--- src/rtl/mult_dispatcher.sv ---
// Job feeder for the leading-one approximate multiplier: buffers operand pairs,
// launches one job at a time, bypasses zero operands and captures products.
module mult_dispatcher #(
    parameter int unsigned WIDTH   = 16,
    parameter int unsigned DEPTH   = 2,
    parameter int unsigned TIMEOUT = 255
) (
    input  logic               clk,
    input  logic               rst,
    input  logic               in_valid,
    output logic               in_ready,
    input  logic [WIDTH-1:0]   in_a,
    input  logic [WIDTH-1:0]   in_b,
    output logic               start,
    output logic [WIDTH-1:0]   op_a,
    output logic [WIDTH-1:0]   op_b,
    input  logic               mult_done,
    input  logic [2*WIDTH-1:0] mult_res,
    output logic               out_valid,
    input  logic               out_ready,
    output logic [2*WIDTH-1:0] out_res,
    output logic               busy,
    output logic               err
);

    localparam int unsigned PTR_W = (DEPTH > 1) ? $clog2(DEPTH) : 1;
    localparam int unsigned CNT_W = $clog2(DEPTH + 1);
    localparam int unsigned WD_W  = 8;

    typedef enum logic [1:0] {
        S_IDLE  = 2'd0,
        S_START = 2'd1,
        S_WAIT  = 2'd2
    } state_t;

    state_t             state_q, state_d;
    logic [WD_W-1:0]    wdog_q, wdog_d;
    logic [PTR_W-1:0]   rd_ptr_q, wr_ptr_q;
    logic [CNT_W-1:0]   count_q, count_d;
    logic [WIDTH-1:0]   fifo_a [DEPTH];
    logic [WIDTH-1:0]   fifo_b [DEPTH];

    logic               push, pop, bypass, capture, abort;
    logic               fifo_empty, out_free, head_zero;
    logic [WIDTH-1:0]   head_a, head_b;

    assign push       = in_valid & in_ready;
    assign fifo_empty = (count_q == '0);
    assign out_free   = ~out_valid | out_ready;
    assign head_a     = fifo_a[rd_ptr_q];
    assign head_b     = fifo_b[rd_ptr_q];
    assign head_zero  = ~(|head_a) | ~(|head_b);

    // Next-state and per-cycle control decode
    always_comb begin
        state_d = state_q;
        wdog_d  = wdog_q;
        pop     = 1'b0;
        bypass  = 1'b0;
        capture = 1'b0;
        abort   = 1'b0;
        case (state_q)
            S_IDLE: begin
                if (!fifo_empty && out_free) begin
                    pop = 1'b1;
                    if (head_zero) bypass  = 1'b1;
                    else           state_d = S_START;
                end
            end
            S_START: begin
                state_d = S_WAIT;
                wdog_d  = '0;
            end
            S_WAIT: begin
                if (mult_done) begin
                    capture = 1'b1;
                    state_d = S_IDLE;
                end else begin
                    wdog_d = wdog_q + WD_W'(1);
                    // Abort once the job has spent TIMEOUT cycles in WAIT
                    if (wdog_q == WD_W'(TIMEOUT - 1)) begin
                        abort   = 1'b1;
                        state_d = S_IDLE;
                    end
                end
            end
            default: state_d = S_IDLE;
        endcase
    end

    always_comb begin
        count_d = count_q;
        if (push && !pop)      count_d = count_q + CNT_W'(1);
        else if (!push && pop) count_d = count_q - CNT_W'(1);
    end

    // FSM state, watchdog and FIFO bookkeeping
    always_ff @(posedge clk or negedge rst) begin
        if (!rst) begin
            state_q  <= S_IDLE;
            wdog_q   <= '0;
            rd_ptr_q <= '0;
            wr_ptr_q <= '0;
            count_q  <= '0;
            in_ready <= 1'b1;
        end else begin
            state_q  <= state_d;
            wdog_q   <= wdog_d;
            count_q  <= count_d;
            in_ready <= (count_d != CNT_W'(DEPTH));
            if (push) wr_ptr_q <= wr_ptr_q + PTR_W'(1);
            if (pop)  rd_ptr_q <= rd_ptr_q + PTR_W'(1);
        end
    end

    // Operand storage carries no reset; occupancy is tracked by count_q
    always_ff @(posedge clk) begin
        if (push) begin
            fifo_a[wr_ptr_q] <= in_a;
            fifo_b[wr_ptr_q] <= in_b;
        end
    end

    // Registered outputs
    always_ff @(posedge clk or negedge rst) begin
        if (!rst) begin
            start     <= 1'b0;
            busy      <= 1'b0;
            op_a      <= '0;
            op_b      <= '0;
            out_valid <= 1'b0;
            out_res   <= '0;
            err       <= 1'b0;
        end else begin
            start <= (state_d == S_START);
            busy  <= (state_d != S_IDLE);
            if (pop) begin
                op_a <= head_a;
                op_b <= head_b;
            end
            if (capture) begin
                out_res   <= mult_res;
                out_valid <= 1'b1;
            end else if (bypass) begin
                out_res   <= '0;
                out_valid <= 1'b1;
            end else if (out_valid && out_ready) begin
                out_valid <= 1'b0;
            end
            if (abort) err <= 1'b1;
        end
    end

endmodule
--- config.mk ---
export PLATFORM = sky130hd
export DESIGN_NAME = mult_dispatcher
export DESIGN_NICKNAME = d
export VERILOG_FILES = /design/src/rtl/mult_dispatcher.sv
export SDC_FILE = /design/constraint.sdc
export NUM_CORES = 1
export LEC_CHECK = 0
export CAP_MARGIN = 20
export CELL_PAD_IN_SITES_DETAIL_PLACEMENT = 1
export CELL_PAD_IN_SITES_GLOBAL_PLACEMENT = 1
export CORE_MARGIN = 2
export CORE_UTILIZATION = 42
export DETAILED_ROUTE_END_ITERATION = 16
export MAX_ROUTING_LAYER = met4
export PLACE_DENSITY = 0.83
export SLEW_MARGIN = 25
export SYNTH_ARGS = -nofsm -noshare
export SYNTH_HDL_FRONTEND = slang
export SYNTH_SLANG_ARGS = --single-unit
--- constraint.sdc ---
create_clock -name clk -period 5.7 [get_ports clk]
set_input_delay 1.14 -clock clk [delete_from_list [all_inputs] [get_ports clk]]
set_output_delay 1.14 -clock clk [all_outputs]
set_load 0.01 [all_outputs]
* Word-level counts from Yosys, hierarchy flattened
Memories as Yosys holds them, arrays and structs flattened.
Cells that the tools add are included.
** Cells by class
- Multipliers :: 0
- Eq/ne operators :: 6
- Muxes and demuxes :: 26
- Reduce and logical (&&, ||, !) cells :: 16
- Shift-type cells :: 0
- Bitwise gates (word level) :: 6
- Div/mod/pow operators :: 0
- $add $sub $neg :: 5
- Order comparisons :: 0
** Operator list (count)
- $mux 32 :: 2
- $reduce_or 16->1 :: 2
- $pmux 8 s2 :: 1
- $mux 1 :: 15
- $mux 2 :: 6
- $add 8x1->8 const B :: 1
- $eq 8x8->1 const B :: 1
- $mux 8 :: 1
- $pmux 2 s3 :: 1
- $reduce_bool 2->1 :: 3
- $eq 2x1->1 const B :: 2
- $logic_and 1x1->1 :: 4
- $logic_not 2->1 :: 2
- $ne 2x2->1 const B :: 2
- $logic_not 1->1 :: 3
- $not 1->1 :: 3
- $reduce_bool 3->1 :: 1
- $add 1x1->1 const B :: 2
- $add 2x1->2 const B :: 1
- $eq 2x2->1 const B :: 1
- $or 1x1->1 :: 2
- $reduce_and 2->1 :: 1
- $sub 2x1->2 const B :: 1
- $and 1x1->1 :: 1
** Word-level totals
- Bits in latches :: 0
- Memory bits (read-only) :: 0
- RAM bits :: 64
- Register bits :: 83
- Output and inout bits :: 69
- Input port bits :: 69
- Memories kept :: 2
- Logic and storage cells :: 74
** Memory list
- fifo_a :: depth 2, bits a word 16, rd ports 1, clocked after memory_dff 0, wr ports 1, line 40 : logic [WIDTH-1:0] fifo_a [DEPTH];
- fifo_b :: depth 2, bits a word 16, rd ports 1, clocked after memory_dff 0, wr ports 1, line 41 : logic [WIDTH-1:0] fifo_b [DEPTH];

* Logic depth before layout (Yosys ltp)
Gate-level depths: netlist of the first run.
- Depth after elaboration :: 9
- Gate-level depth with buffers :: 7
- Depth with buffers taken out :: 6

* Worst setup path before layout of the first run
Ideal clock, no wire load.
- Path type :: input port to flip-flop
- From :: input port in_valid
- To :: memory fifo_a[0][0], enable pin
- Buffers on the path :: 0
- Data arrival time :: 2644 ps
- Required time :: 5279 ps
- Slack :: 2635 ps
- Cell stages on the path :: 2
- Setup time :: 421 ps
- Path through :: nand2_1 > nor2_1
** On the way
- Longest elaborated chain between the ends :: 3
** Ends and longest elaborated chain
- start, declared :: line 10 : input logic in_valid,
- $and 1x1->1 :: line 47 : assign push = in_valid & in_ready;
- $mux 1 :: line 118 : if (push) begin
- $mux 1 (implied by the code) :: line 119 : fifo_a[wr_ptr_q] <= in_a;
- end, declared :: line 40
No other way between the ends.

* Worst setup path after layout of the first run
- From :: input port out_ready
- To :: register in_ready
** On the way
- Longest elaborated chain between the ends :: 8
- Elaborated cells on any way between the ends :: 10
- Classes of those cells :: eq/ne (1); mux (4); bitwise (1); reduce/logical (4)
** Ends and longest elaborated chain
- start, declared :: line 20 : input logic out_ready,
- $or 1x1->1 (*) :: line 49 : assign out_free = ~out_valid | out_ready;
- $logic_and 1x1->1 (*) :: line 64 : if (!fifo_empty && out_free) begin
- $mux 1 (*) :: line 64
- $mux 1 (*) :: line 62 : case (state_q)
- $logic_and 1x1->1 or $logic_not 1->1 (tied branches) :: line 94, 93
- $mux 2 or $logic_and 1x1->1 (tied branches) :: line 94, 93
- $mux 2 (*) :: line 93 : if (push && !pop) count_d = count_q + CNT_W'(1);
- via count_d[1] :: line 39 : logic [CNT_W-1:0] count_q, count_d;
- $ne 2x2->1 (*) :: line 110 : in_ready <= (count_d != CNT_W'(DEPTH));
- end signal, assigned :: line 110
- end, declared :: line 11 : output logic in_ready,
Mark *: on every way through the listed nets, which the timed path passes. The rest lies on a longest branch.
A chain may end at the register's enable or synchronous reset.

==> results of run 1 <==
[logic make-up (layout without fill, tap and decap cells)]
group | count (synthesis) | after routing
compound gates | 76 | 76
xor+xnor | 7 | 7
fa+ha+maj | 5 | 5
buf+inv | 26 | 178
flops | 147 | 147
mux | 33 | 33
simple gates | 150 | 150
[state kept, by name, summed over array words and instances (netlist names), 2 cells and up]
register,cells
fifo_a,32
fifo_b,32
count_q,2
op_b,16
wdog_q,8
op_a,16
out_res,32
state_q,2
[worst max-delay path, cell delays in order]
cell	delay [ps]
clkdlybuf4s50_1	460
nor2b_1	80
or4_4	730
maj3_2	400
mux2i_1	180
nand2b_1	90
[synthesized netlist by cell type, types with 3 or more instances]
master    count  area [um^2]
and3_1        3         18.8
buf_1         3         11.3
buf_2         5         25.0
clkbuf_1     10         37.5
clkbuf_2      3         15.0
dfrtp_1      82         2050
edfxtp_1     64         1920
ha_1          3         37.5
inv_1         5         18.8
mux2i_1      33          330
nand2_1     100          375
nand3_1       5         25.0
nand4_1       7         43.8
nor2_1        7         26.3
nor4_1       16          100
o21ai_0      67          335
xnor2_1       4         35.0
xor2_1        3         26.3
[path summary, 6_finish.rpt]
kind                            startpoint     endpoint  slack [ps]  cells past startpoint
worst max-delay path             out_ready     in_ready        2950                      6
worst min-delay path                   err          err         480                      1
worst max register to register    rd_ptr_q    out_valid        3400                      3
worst min register to register         err          err         480                      1
max in group asynchronous              rst     rd_ptr_q        4350                      1
min in group asynchronous              rst  out_res[16]         790                      1
[power groups by stage]
stage / Clock, mW / Sequential, mW / Combinational (mW)
finish: 1.17 / 1.78 / 1.42
CTS: 1.19 / 1.79 / 1.44
global placement: 0 / 1.77 / 1.35
detailed placement: 0 / 1.80 / 1.43
floorplan: 0 / 1.80 / 0.647
global route: 1.23 / 1.82 / 1.56
[layout make-up]
| type | instances | area, um^2 | area share |
|---|---|---|---|
| flip-flops and latches | 147 | 4000 | 0.513 |
| multi-input cells | 271 | 1540 | 0.197 |
| repair buffers | 141 | 1410 | 0.181 |
| clock buffers | 18 | 429 | 0.0550 |
| well taps | 176 | 220 | 0.0282 |
| clock inverters | 14 | 185 | 0.0237 |
| inverters | 5 | 18.8 | 0.00241 |
[metal layers]
layer	up-vias	wire (um)	share of wire	GRT usage
met5	-	0	0	-
met4	0	233	0.016	0.0816
met3	21	682	0.047	0.0542
met2	123	7460	0.52	0.369
met1	2010	6090	0.42	0.251
li1	1852	-	-	-
==> metrics.txt, run 1 <==
# TYPE chip_impl_metric gauge
chip_impl_metric{name="die_w",unit="um"} 120
chip_impl_metric{name="overall_die_height",unit="um"} 120
chip_impl_metric{name="maxCapViolations",unit=""} 0
chip_impl_metric{name="sequentialPowerShare",unit=""} 0.408
chip_impl_metric{name="finalInstanceArea",unit="mm^2"} 0.00780
chip_impl_metric{name="yosys.area_share.simple",unit=""} 0.122
chip_impl_metric{name="ys_async_sr_fraction",unit=""} 0.565
chip_impl_info{name="dominant_combinational_cell_family_by_area_after_synthesis",value="simple AND/OR/NAND/NOR gates"} 1
chip_impl_metric{name="ios",unit=""} 138
chip_impl_metric{name="grt_antenna_before_repair",unit=""} 0
chip_impl_info{name="end_kind",value="flip-flop"} 1
chip_impl_metric{name="placement.cell_area",unit="mm^2"} 0.00718
chip_impl_metric{name="diodes_inserted",unit=""} 0
chip_impl_info{name="tritoncts",value="built"} 1
chip_impl_metric{name="ys_seq_area_frac",unit=""} 0.709
chip_impl_metric{name="cts_max_level",unit=""} 4
chip_impl_metric{name="fillerInstances",unit=""} 1318
chip_impl_metric{name="final.hold.worst_slack",unit="ps"} 476
chip_impl_metric{name="netSwitchingFraction",unit=""} 0.325
chip_impl_metric{name="dr_total_vias",unit=""} 4006
chip_impl_metric{name="ys_warn_count",unit=""} 0
chip_impl_metric{name="synth-adder-area-share",unit=""} 0.0104
chip_impl_metric{name="cp_max_fo",unit=""} 67
chip_impl_metric{name="static-leakage-power",unit="nW"} 3.13
chip_impl_metric{name="synth_compound_area_frac",unit=""} 0.0697
chip_impl_metric{name="critical_path_arrival",unit="ps"} 3090
chip_impl_metric{name="rows",unit=""} 42
chip_impl_metric{name="synthesis.nets",unit=""} 516
chip_impl_metric{name="report.final.setup_viol",unit=""} 0
chip_impl_metric{name="min_period_over_period",unit=""} 0.483
chip_impl_metric{name="max_slew_margin",unit=""} 0.353
chip_impl_metric{name="finClkSkew",unit="ps"} 11.5
chip_impl_metric{name="achievable-frequency",unit="MHz"} 363
chip_impl_info{name="crit_path_start_kind",value="input pin"} 1
chip_impl_metric{name="grt_remaining_overflow",unit=""} 0
chip_impl_metric{name="vdd_ir_drop_max",unit="mV"} 0.285
chip_impl_metric{name="dp_hpwl",unit="um"} 9700
chip_impl_info{name="final_cell_mix",value="clkdlybuf4s50_1, nand2_1, dfrtp_1"} 1
chip_impl_info{name="timing.hold.worst.class",value="flip-flop to flip-flop"} 1
chip_impl_metric{name="finalSetupTns",unit="ps"} 0
chip_impl_metric{name="synth.cell_area",unit="mm^2"} 0.00564
chip_impl_metric{name="ant_nets",unit=""} 0
chip_impl_metric{name="switching_power_summed_over_all_nets",unit="mW"} 1.42
chip_impl_info{name="cts-root-buf",value="clkbuf_16"} 1
chip_impl_metric{name="preCtsSetupSlack",unit="ps"} 2230
chip_impl_metric{name="worst_pin_slew",unit="ps"} 970
chip_impl_metric{name="hold_violations",unit=""} 0
chip_impl_metric{name="synth_area_per_cell",unit="um^2"} 12.7
chip_impl_metric{name="postCtsSetupBuffers",unit=""} 0
chip_impl_metric{name="finish.cell_count_without_fillers",unit=""} 772
chip_impl_metric{name="ys_ff_latch",unit=""} 147
chip_impl_metric{name="postCtsHoldBufs",unit=""} 0
chip_impl_metric{name="routed_wirelength",unit="um"} 14500
chip_impl_metric{name="core_area",unit="mm^2"} 0.0132
chip_impl_metric{name="clk_pin_slew_worst_paths",unit="ps"} 60
chip_impl_metric{name="synth_cell_types",unit=""} 36
chip_impl_metric{name="timing.final.ws_setup",unit="ps"} 2950
chip_impl_metric{name="place.gp.congestion",unit=""} 0.774
chip_impl_metric{name="clock_share_of_power",unit=""} 0.267
chip_impl_metric{name="cellInternalPower",unit="mW"} 2.95
chip_impl_metric{name="drc_errors",unit=""} 0
chip_impl_metric{name="power.combinational.fraction",unit=""} 0.325
chip_impl_info{name="most_common_cell_after_layout_fill_and_taps_aside",value="clkdlybuf4s50_1"} 1
chip_impl_metric{name="netlist_instances",unit=""} 444
chip_impl_metric{name="avgViaCountPerCell",unit=""} 5.19
chip_impl_metric{name="timing.final.max_slew_violations",unit=""} 0
chip_impl_metric{name="syn_to_final_growth",unit="%"} 38.3
chip_impl_metric{name="globalRouteTotalUtil",unit=""} 0.218
chip_impl_metric{name="cts_buffers",unit=""} 17
chip_impl_metric{name="tritoncts_num_sinks",unit=""} 147
chip_impl_metric{name="detailedRoute.firstPassIterationCount",unit=""} 4
chip_impl_metric{name="detail_route.iter0.violations",unit=""} 195
chip_impl_metric{name="floorplan.initialDensity",unit=""} 0.428
chip_impl_metric{name="power.density",unit="mW/mm^2"} 560
chip_impl_metric{name="layout-drive-gt1-share",unit=""} 0.0755
chip_impl_metric{name="worstPathRequired",unit="ps"} 6040
chip_impl_metric{name="pin_count_of_the_biggest_net_entering_global_routing",unit=""} 84
chip_impl_metric{name="fin_crit",unit="ps"} 2750
chip_impl_metric{name="post_synth_mux_area_share",unit=""} 0.0586
chip_impl_info{name="yosys_most_used_dff",value="dfrtp_1"} 1
chip_impl_metric{name="nets",unit=""} 655
chip_impl_metric{name="synth_xor_xnor_area_share",unit=""} 0.0109
chip_impl_metric{name="insertion_delay",unit="ps"} 420
chip_impl_metric{name="finish.utilization",unit=""} 0.591
chip_impl_metric{name="design.die.area",unit="mm^2"} 0.0144
chip_impl_metric{name="grt_first_pass_wirelength",unit="um"} 23200
chip_impl_metric{name="place.port_buffers",unit=""} 137
chip_impl_info{name="setup.worst_path.class",value="input pin to flip-flop"} 1
chip_impl_metric{name="fin_total_pwr",unit="mW"} 4.37
chip_impl_metric{name="clk_path_buf_depth",unit=""} 2
chip_impl_metric{name="detail_route.wl_per_cell",unit="um"} 18.7
chip_impl_metric{name="grt_pass1_vias",unit=""} 4462
chip_impl_info{name="status",value="completed"} 1
chip_impl_metric{name="cts.repair.resized",unit=""} 0
chip_impl_info{name="rsz0062_at_grt",value="no"} 1
chip_impl_metric{name="dp_cells",unit=""} 740
chip_impl_metric{name="count_of_flip_flops_with_a_built_in_enable_after_synthesis",unit=""} 64
Note: power is estimated with default switching activity, not from simulation.
==> run 2, diff against run 1 <==
--- a/config.mk
+++ b/config.mk
@@ -9,10 +9,10 @@
 export CELL_PAD_IN_SITES_DETAIL_PLACEMENT = 1
 export CELL_PAD_IN_SITES_GLOBAL_PLACEMENT = 1
 export CORE_MARGIN = 2
-export CORE_UTILIZATION = 42
+export CORE_UTILIZATION = 39
 export DETAILED_ROUTE_END_ITERATION = 16
 export MAX_ROUTING_LAYER = met4
-export PLACE_DENSITY = 0.83
+export PLACE_DENSITY = 0.77
 export SLEW_MARGIN = 25
 export SYNTH_ARGS = -nofsm -noshare
 export SYNTH_HDL_FRONTEND = slang
==> constraint.sdc (replaced) <==
create_clock -name clk -period 2.6 [get_ports clk]
set_input_delay 0.52 -clock clk [delete_from_list [all_inputs] [get_ports clk]]
set_output_delay 0.52 -clock clk [all_outputs]
set_load 0.01 [all_outputs]
==> run 2 against run 1 <==
  * Critical endpoint is now out_res[10]
  * Hold slack got worse by 400 ps
  * Non-clock buffer count rose by 7
  * Clock power is 110% higher
  * Total power rose by 120%
  * Combinational power up 130%
  * Global-route usage shrank 1.9 points
  * Sequential share of layout area decreased by 0.30 points
  * Clock skew fell by 4.2 ps
  * Sequential cell count stayed put
==> metrics.txt, run 2 (synthesized netlist as in run 1, its figures left out) <==
# TYPE chip_impl_metric gauge
chip_impl_info{name="status",value="completed"} 1
chip_impl_metric{name="power.density",unit="mW/mm^2"} 1210
chip_impl_metric{name="hold_violations",unit=""} 0
chip_impl_metric{name="ant_nets",unit=""} 0
chip_impl_metric{name="worst_pin_slew",unit="ps"} 519
chip_impl_metric{name="cts.repair.resized",unit=""} 0
chip_impl_info{name="critical-path-slowest-cell",value="nor4_1"} 1
chip_impl_metric{name="cts_buffers",unit=""} 17
chip_impl_info{name="setup.worst_path.class",value="flip-flop to flip-flop"} 1
chip_impl_info{name="reg2reg_to",value="out_res[10]"} 1
chip_impl_metric{name="pin_count_of_the_biggest_net_entering_global_routing",unit=""} 44
chip_impl_metric{name="fin_crit",unit="ps"} 2030
chip_impl_metric{name="postCtsHoldBufs",unit=""} 0
chip_impl_metric{name="cts_max_level",unit=""} 4
chip_impl_info{name="tritoncts",value="built"} 1
chip_impl_metric{name="worst-path-buf-inv",unit=""} 1
chip_impl_metric{name="maxCapViolations",unit=""} 0
chip_impl_metric{name="detailroute.wirelength.met3",unit="um"} 655
chip_impl_metric{name="tritoncts_num_sinks",unit=""} 147
chip_impl_metric{name="grt_antenna_before_repair",unit=""} 0
chip_impl_metric{name="met2_wirelength_from_detailed_routing",unit="um"} 7240
chip_impl_metric{name="vdd_ir_drop_max",unit="mV"} 0.685
chip_impl_metric{name="rows",unit=""} 43
chip_impl_metric{name="static-leakage-power",unit="nW"} 3.15
chip_impl_metric{name="worstSetupPathDepth",unit=""} 6
chip_impl_metric{name="detail_route.wl_per_cell",unit="um"} 18.3
chip_impl_metric{name="place.port_buffers",unit=""} 137
chip_impl_metric{name="slowest_delay",unit="ps"} 500
chip_impl_metric{name="dp_hpwl",unit="um"} 10100
chip_impl_metric{name="setup.reg_to_reg.worst_slack",unit="ps"} 570
chip_impl_metric{name="register_area",unit="mm^2"} 0.00400
chip_impl_metric{name="insertion_delay",unit="ps"} 420
chip_impl_metric{name="fillerInstances",unit=""} 1438
chip_impl_info{name="crit_path_start_kind",value="flip-flop"} 1
chip_impl_info{name="largestRegisters",value="fifo_a (32), fifo_b (32), out_res (32)"} 1
chip_impl_metric{name="overall_die_height",unit="um"} 124
chip_impl_info{name="regToRegStartpoint",value="fifo_a[1][6]"} 1
chip_impl_info{name="most_common_cell_after_layout_fill_and_taps_aside",value="clkdlybuf4s50_1"} 1
chip_impl_info{name="rsz0062_at_grt",value="no"} 1
chip_impl_metric{name="nets",unit=""} 662
chip_impl_info{name="crit_chain",value="nor4_1, nand4_1, nand3_1, and3_1, buf_4, o21ai_0"} 1
chip_impl_metric{name="max_slew_margin",unit=""} 0.654
chip_impl_metric{name="detail_route.wirelength.met1",unit="um"} 6160
chip_impl_metric{name="finish.utilization",unit=""} 0.561
chip_impl_metric{name="report.final.setup_viol",unit=""} 0
chip_impl_metric{name="min_period_over_period",unit=""} 0.780
chip_impl_metric{name="cp_max_fo",unit=""} 33
chip_impl_metric{name="floorplan.initialDensity",unit=""} 0.403
chip_impl_info{name="end_kind",value="flip-flop"} 1
chip_impl_metric{name="avgViaCountPerCell",unit=""} 5.12
chip_impl_metric{name="place.gp.congestion",unit=""} 0.776
chip_impl_info{name="final_cell_mix",value="clkdlybuf4s50_1, nand2_1, dfrtp_1"} 1
chip_impl_metric{name="drc_errors",unit=""} 0
chip_impl_metric{name="worstPathRequired",unit="ps"} 2880
chip_impl_metric{name="finClkSkew",unit="ps"} 7.34
chip_impl_metric{name="detail_route.iter0.violations",unit=""} 117
chip_impl_info{name="timing.critical_path.from",value="fifo_a[1][6]"} 1
chip_impl_info{name="setup.worst_path.end",value="out_res[10]"} 1
chip_impl_metric{name="grt_remaining_overflow",unit=""} 0
chip_impl_info{name="timing.hold.worst.class",value="input pin to asynchronous set/reset pin"} 1
chip_impl_metric{name="grt_pass1_vias",unit=""} 4395
chip_impl_metric{name="core_area",unit="mm^2"} 0.0140
chip_impl_metric{name="multi_input_area",unit="mm^2"} 0.00153
chip_impl_info{name="crit_family",value="simple AND/OR/NAND/NOR gates"} 1
chip_impl_info{name="cts-root-buf",value="clkbuf_16"} 1
chip_impl_metric{name="finalSetupTns",unit="ps"} 0
chip_impl_metric{name="postCtsSetupBuffers",unit=""} 0
chip_impl_metric{name="diodes_inserted",unit=""} 0
chip_impl_metric{name="clk_path_buf_depth",unit=""} 2
chip_impl_metric{name="die_w",unit="um"} 124
chip_impl_metric{name="ios",unit=""} 138
chip_impl_metric{name="critical_path_arrival",unit="ps"} 2310
chip_impl_metric{name="globalRouteTotalUtil",unit=""} 0.199
chip_impl_metric{name="achievable-frequency",unit="MHz"} 493
chip_impl_metric{name="detailedRoute.firstPassIterationCount",unit=""} 4
chip_impl_metric{name="design.die.area",unit="mm^2"} 0.0154
chip_impl_metric{name="grt_first_pass_wirelength",unit="um"} 23400
chip_impl_metric{name="timing.final.max_slew_violations",unit=""} 0
chip_impl_metric{name="routed_wirelength",unit="um"} 14300
chip_impl_metric{name="number_of_cell_instances_on_the_worst_register_to_register_path",unit=""} 6
chip_impl_metric{name="layout-drive-gt1-share",unit=""} 0.0813
chip_impl_info{name="uppermost_routed_layer",value="met4"} 1
chip_impl_metric{name="syn_to_final_growth",unit="%"} 39.2
chip_impl_metric{name="dr_total_vias",unit=""} 4011
chip_impl_metric{name="clk_pin_slew_worst_paths",unit="ps"} 60
==> run 2: cell types whose count changed in the layout (fill, tap and decap cells not counted), sizes merged <==
| cell | delta |
|---|---|
| buf | +7 |
| clkinv | -3 |
| clkbuf | +1 |
| clkinvlp | +3 |
| bufinv | -1 |
==> run 2: metal layers <==
layer | vias up | track usage
li1 | 1866 | -
met1 | 2008 | 0.240
met2 | 118 | 0.324
met3 | 19 | 0.0512
met4 | 0 | 0.0734
met5 | - | -
==> run 2: how the worst min path moves through the flow <==
| stage | from | endpoint | slack (ps) | cells after the start |
|---|---|---|---|---|
| after floorplan | rst | busy | 220 | 0 |
| after global placement | err | err | 440 | 1 |
| after detailed placement | op_b[11] | op_b[11] | 470 | 2 |
| after CTS | rst | out_res[21] | 90 | 1 |
| after global routing | rst | out_res[31] | 110 | 1 |
| final | rst | out_res[21] | 80 | 1 |
==> run 2: layout make-up <==
type                    count  area share
inverters                   5     0.00239
clock inverters            13      0.0202
well taps                 180      0.0287
multi-input cells         271       0.195
flip-flops and latches    147       0.510
repair buffers            148       0.188
clock buffers              19      0.0552
==> run 2: worst reg2reg max path, delay by kind of cell (launching register included) <==
kind / cells / cell delay [ps]
AO/OA/AOI/OAI: 1 / 180
buffers and inverters: 1 / 300
flip-flops: 1 / 390
AND/OR/NAND/NOR: 4 / 1020
==> run 2: per-stage QoR <==
stage	total power, mW	hold WS [ps]	cells	cell area [um^2]	setup WS (ps)
global placement	6.94	444	751	7260	425
detailed placement	7.12	475	751	7260	319
global route	10.1	105	783	7850	392
floorplan	5.35	224	444	5640	118
CTS	9.62	86.9	783	7850	547
finish	9.51	80.5	783	7850	571
==> run 2: power by group <==
| group | internal (mW) | switching (mW) |
|---|---|---|
| Combinational | 1.61 | 1.64 |
| Clock | 1.51 | 0.938 |
| Sequential | 3.29 | 0.513 |
